`src/rtl/div_restoring_ctrl.sv`:
```
// rtl/div_restoring_ctrl.sv - restoring unsigned divider, one quotient bit per SHIFT/SUB pair.
// Optional zero-divisor fast path enabled by defining DIV0_FAST_EN.
module div_restoring_ctrl #(
    parameter int N = 3
) (
    input  logic         clk,
    input  logic         reset,
    input  logic         start,
    input  logic [N-1:0] dividend,
    input  logic [N-1:0] divisor,
    output logic [N-1:0] quotient,
    output logic [N-1:0] remainder,
    output logic         busy,
    output logic         done,
    output logic         div0
);

    localparam int CW = $clog2(N + 1);

    typedef enum logic [2:0] {
        S_IDLE  = 3'd0,
        S_LOAD  = 3'd1,
        S_SHIFT = 3'd2,
        S_SUB   = 3'd3,
        S_DONE  = 3'd4
    } state_t;

    state_t        state_q, state_d;
    logic [N:0]    a_q, a_d;
    logic [N-1:0]  q_q, q_d;
    logic [N-1:0]  m_q, m_d;
    logic [CW-1:0] count_q, count_d;
    logic [N-1:0]  quot_q, quot_d;
    logic [N-1:0]  rem_q, rem_d;
    logic [N:0]    diff;

`ifdef DIV0_FAST_EN
    logic          div0_q, div0_d;
`endif

    assign diff = a_q - {1'b0, m_q};

    always_comb begin
        state_d = state_q;
        a_d     = a_q;
        q_d     = q_q;
        m_d     = m_q;
        count_d = count_q;
        quot_d  = quot_q;
        rem_d   = rem_q;
`ifdef DIV0_FAST_EN
        div0_d  = div0_q;
`endif
        case (state_q)
            S_IDLE: begin
                if (start) begin
                    q_d     = dividend;
                    m_d     = divisor;
                    state_d = S_LOAD;
                end
            end
            S_LOAD: begin
                a_d     = '0;
                count_d = CW'(N);
                state_d = S_SHIFT;
            end
            S_SHIFT: begin
`ifdef DIV0_FAST_EN
                // Zero divisor skips the iterations; Q still holds the untouched dividend.
                if (m_q == '0) begin
                    quot_d  = '1;
                    rem_d   = q_q;
                    div0_d  = 1'b1;
                    state_d = S_DONE;
                end else begin
                    {a_d, q_d} = {a_q[N-1:0], q_q, 1'b0};
                    state_d    = S_SUB;
                end
`else
                {a_d, q_d} = {a_q[N-1:0], q_q, 1'b0};
                state_d    = S_SUB;
`endif
            end
            S_SUB: begin
                count_d = count_q - CW'(1);
                if (!diff[N]) begin
                    a_d    = diff;
                    q_d[0] = 1'b1;
                end
                if (count_q == CW'(1)) begin
                    quot_d  = q_d;
                    rem_d   = a_d[N-1:0];
`ifdef DIV0_FAST_EN
                    div0_d  = 1'b0;
`endif
                    state_d = S_DONE;
                end else begin
                    state_d = S_SHIFT;
                end
            end
            S_DONE: begin
                state_d = S_IDLE;
            end
            default: begin
                state_d = S_IDLE;
            end
        endcase
    end

    always_ff @(posedge clk or posedge reset) begin
        if (reset) begin
            state_q <= S_IDLE;
            a_q     <= '0;
            q_q     <= '0;
            m_q     <= '0;
            count_q <= '0;
            quot_q  <= '0;
            rem_q   <= '0;
        end else begin
            state_q <= state_d;
            a_q     <= a_d;
            q_q     <= q_d;
            m_q     <= m_d;
            count_q <= count_d;
            quot_q  <= quot_d;
            rem_q   <= rem_d;
        end
    end

`ifdef DIV0_FAST_EN
    always_ff @(posedge clk or posedge reset) begin
        if (reset) begin
            div0_q <= 1'b0;
        end else begin
            div0_q <= div0_d;
        end
    end

    assign div0 = div0_q;
`else
    assign div0 = 1'b0;
`endif

    assign quotient  = quot_q;
    assign remainder = rem_q;
    assign busy      = (state_q == S_LOAD) || (state_q == S_SHIFT) || (state_q == S_SUB);
    assign done      = (state_q == S_DONE);

endmodule

```
`config.mk`:
```
export PLATFORM = sky130hd
export DESIGN_NAME = div_restoring_ctrl
export DESIGN_NICKNAME = d
export VERILOG_FILES = /design/src/rtl/div_restoring_ctrl.sv
export SDC_FILE = /design/constraint.sdc
export NUM_CORES = 1
export LEC_CHECK = 0
export ABC_AREA = 1
export CAP_MARGIN = 20
export CORE_ASPECT_RATIO = 1.1
export CORE_MARGIN = 2
export CORE_UTILIZATION = 30
export DETAILED_ROUTE_END_ITERATION = 7
export MAX_ROUTING_LAYER = met4
export PLACE_DENSITY = 0.53
export SKIP_CTS_REPAIR_TIMING = 1
export SYNTH_ARGS = -nofsm -noshare
export SYNTH_HDL_FRONTEND = slang
export SYNTH_SLANG_ARGS = --single-unit
```
`constraint.sdc`:
```
create_clock -name clk -period 1.6 [get_ports clk]
set_clock_uncertainty 0.05 [all_clocks]
set_input_delay 0.4 -clock clk [delete_from_list [all_inputs] [get_ports clk]]
set_output_delay 0.4 -clock clk [all_outputs]
set_load 0.01 [all_outputs]
```
==> flow_summary.yaml, run 1 <==
worst_setup_path:
  rr_worst_depth: 7
  slowest_delay_ns: 0.44
  cp-end-kind: "flop"
  critPathSlowestCell: "fa_2"
  crit_type: "reg2reg"
  startpoint_type: "flop"
  crit_path_end: "a_q[1]$_DFFE_PP0P_"
  path_buf_inv: 2
  cp.required_ns: 1.71
  cpLargestDelayFamily: "adder cells"
  arrival_ns: 1.68
  path_cells: "ha_4 -> inv_2 -> fa_2 -> inv_2 -> nand3_2 -> nand3_2 -> nand3_2"
  r2r-end: "a_q[1]$_DFFE_PP0P_"
  critPathMaxFanout: 2
  reg2reg_slack_ns: 0.02
  crit_cells: 7
  cp_common_cell: "nand3_2"
  r2r-start: "m_q[0]$_DFFE_PP0P_"
  setup.worst_path.start: "m_q[0]$_DFFE_PP0P_"
routing:
  routed_wl_mm: 2.55
  route.detailed.drc: 0
  vias_per_cell: 4.54
  drt-initial-drc-count: 41
  vias: 953
  drtPass1Iterations: 4
  ant_nets: 0
  post_drt_wl_per_cell_um: 12.2
sta:
  report.final.slew_viol_count: 0
  min_period_ns: 1.58
  whs_ns: 0.418
  min_period_over_period_pct: 98.4
  hold_viol: 0
  fmax_ghz: 0.635
  setup_viol: 0
  rsz0062_at_grt: "true"
  tns_ns: 0
synth:
  synth_largest_area_cell: "dfrtp_1"
  ys_types: 26
  synth-seq-area-share_pct: 47.6
  syn_area_um2: 1100
  synth_nets: 146
  ys_warn_count: 0
  ys_seq_elements: 21
  netlist_top_cells_area: "dfrtp_1 48%, nand2_1 13%, nand3_1 9.5%"
  syn_avg_cell_area_um2: 8.37
  synthCells: 132
  yosysTopAreaCellShare_pct: 47.6
cells_and_area:
  drive_gt1_share_pct: 23.1
  nets: 175
  multi_input_area_um2: 553
  n_antenna_cell: 0
  fillers: 377
  area_delta_synth_final_pct: 36.8
  final_area_um2: 1510
  ff_latch_area_um2: 527
  layout.cells.non_filler: 210
  final_common_cell: "nand2_1"
  layout_common_cells: "37 x nand2_1, 20 x dfrtp_1, 17 x nand3_1"
cts:
  cts-htree-levels: 1
  insertion_delay_ns: 0.27
  cts_made_buffers: 3
  root_buffer: "clkbuf_8"
  clkTransAtPathRegs_ns: 0.08
  cts_tree: "done"
  cts_sinks: 21
  clk_path_buf_depth: 2
job:
  max_cap_viol_count: 0
global_route:
  grt_overflow_total: 0
  antenna_found_initial: 0
  grt.total_usage_pct: 14.7
  grt_max_degree: 22
  grt_first_pass_wirelength_mm: 4.36
  grt_pass1_vias: 1000
floorplanning:
  die_area_um2: 4180
  die_y_um: 67.6
  rows: 23
  die_w_um: 61.9
  pin_count: 18
  core_um2: 3600
  start_util_pct: 30.7
min_path:
  min_path_type: "in2async"
place:
  dp_cells: 206
  dpl_cell_area_um2: 1390
  dp_hpwl_mm: 1.86
  gp_congestion: 0.873
  port_buffers: 16
power:
  vdd_drop_max_uv: 605
  total_power_mw: 3.19
  p_per_area_nw_per_um2: 2110
  leakagePower_nw: 0.839
run_status:
  status: "finished, final reports clean"
-- area by class of cell --
type                       instances  share of cell area, %
clock buffer                       4                   2.98
inverter                          19                   5.05
multi-input combinational         91                   36.6
sequential                        21                   34.9
tap                               50                   4.14
timing repair buffer              25                   16.4
-- worst reg2reg max path: stages (launching register included) --
cell and delay [ns]:
dfrtp_1 0.43, ha_4 0.18, inv_2 0.06, fa_2 0.44, inv_2 0.07, nand3_2 0.10, nand3_2 0.09, nand3_2 0.05
-- flip-flops by register name, indices dropped and copies added (netlist names) --
signal     flops
a_q            4
quotient       3
state_q        3
m_q            3
remainder      3
q_q            3
count_q        2
-- per-stage QoR --
stage                     utilization, %  setup WS, ns
final                               42.0        0.0249
after global routing                42.0       -0.0619
after CTS                           39.8        -0.305
after detailed placement            38.6      -0.00673
after global placement              38.6        0.0324
after floorplan                        -        0.0796
-- power breakdown --
part / total (mW) / switching (mW) / internal (mW)
sequential: 0.935 / 0.164 / 0.772
clock: 0.360 / 0.182 / 0.178
combinational: 1.90 / 1.08 / 0.818
total: 3.19 / 1.42 / 1.77
-- logic make-up after synthesis --
group | after synthesis | synth area share, %
xor gates and xnor gates | 1 | 0.793
AOI/OAI and AO/OA | 10 | 5.44
and+or+nand+nor | 74 | 31.9
other | 1 | 0.339
DFF | 21 | 47.6
adders and majority gates | 5 | 6.34
buffers and inverters | 20 | 7.59
-- synth_stat cells --
| master | instances |
|---|---|
| fa_1 | 1 |
| a21oi_2 | 1 |
| dfrtp_1 | 21 |
| nand2_2 | 3 |
| nor2_2 | 1 |
| nand3b_1 | 1 |
| a22oi_1 | 1 |
| buf_4 | 1 |
| clkinv_4 | 1 |
| a21boi_1 | 1 |
| nand3_1 | 21 |
| o21ai_1 | 3 |
| ha_1 | 4 |
| inv_2 | 2 |
| a31oi_1 | 1 |
| nand2_4 | 1 |
| nor2_1 | 4 |
| xnor2_1 | 1 |
| a21oi_1 | 1 |
| nor3_1 | 1 |
| o21ai_0 | 2 |
| conb_1 | 1 |
| nand2_1 | 38 |
| nor2_4 | 1 |
| inv_1 | 16 |
| nand3_2 | 3 |
-- how the worst min path moves through the flow --
stage                                           to  slack [ns]  depth (start not counted)
after detailed placement   quotient[2]$_DFFE_PP0P_        0.42                          2
after global routing      remainder[0]$_DFFE_PP0P_        0.47                          2
after floorplan                 a_q[0]$_DFFE_PP0P_        0.33                          1
final                           a_q[0]$_DFFE_PP0P_        0.42                          3
after global placement    remainder[1]$_DFFE_PP0P_        0.42                          2
after CTS                  quotient[1]$_DFFE_PP0P_        0.43                          3
-- per-layer routing --
metal	vias to the layer above	global-route usage [%]	part of all wire [%]
li1	476	-	-
met1	460	17.4	46
met2	12	23.4	48
met3	5	2.30	2.5
met4	0	8.24	2.8
met5	-	-	0
Note: power is estimated with default switching activity, not from simulation.
==> run 2: changes to the inputs <==
- CAP_MARGIN: 20 -> not set
- CTS_CLUSTER_SIZE: not set -> 28
==> results of run 2 <==
The final DEF is identical to that of run 1; final timing and power are the same.
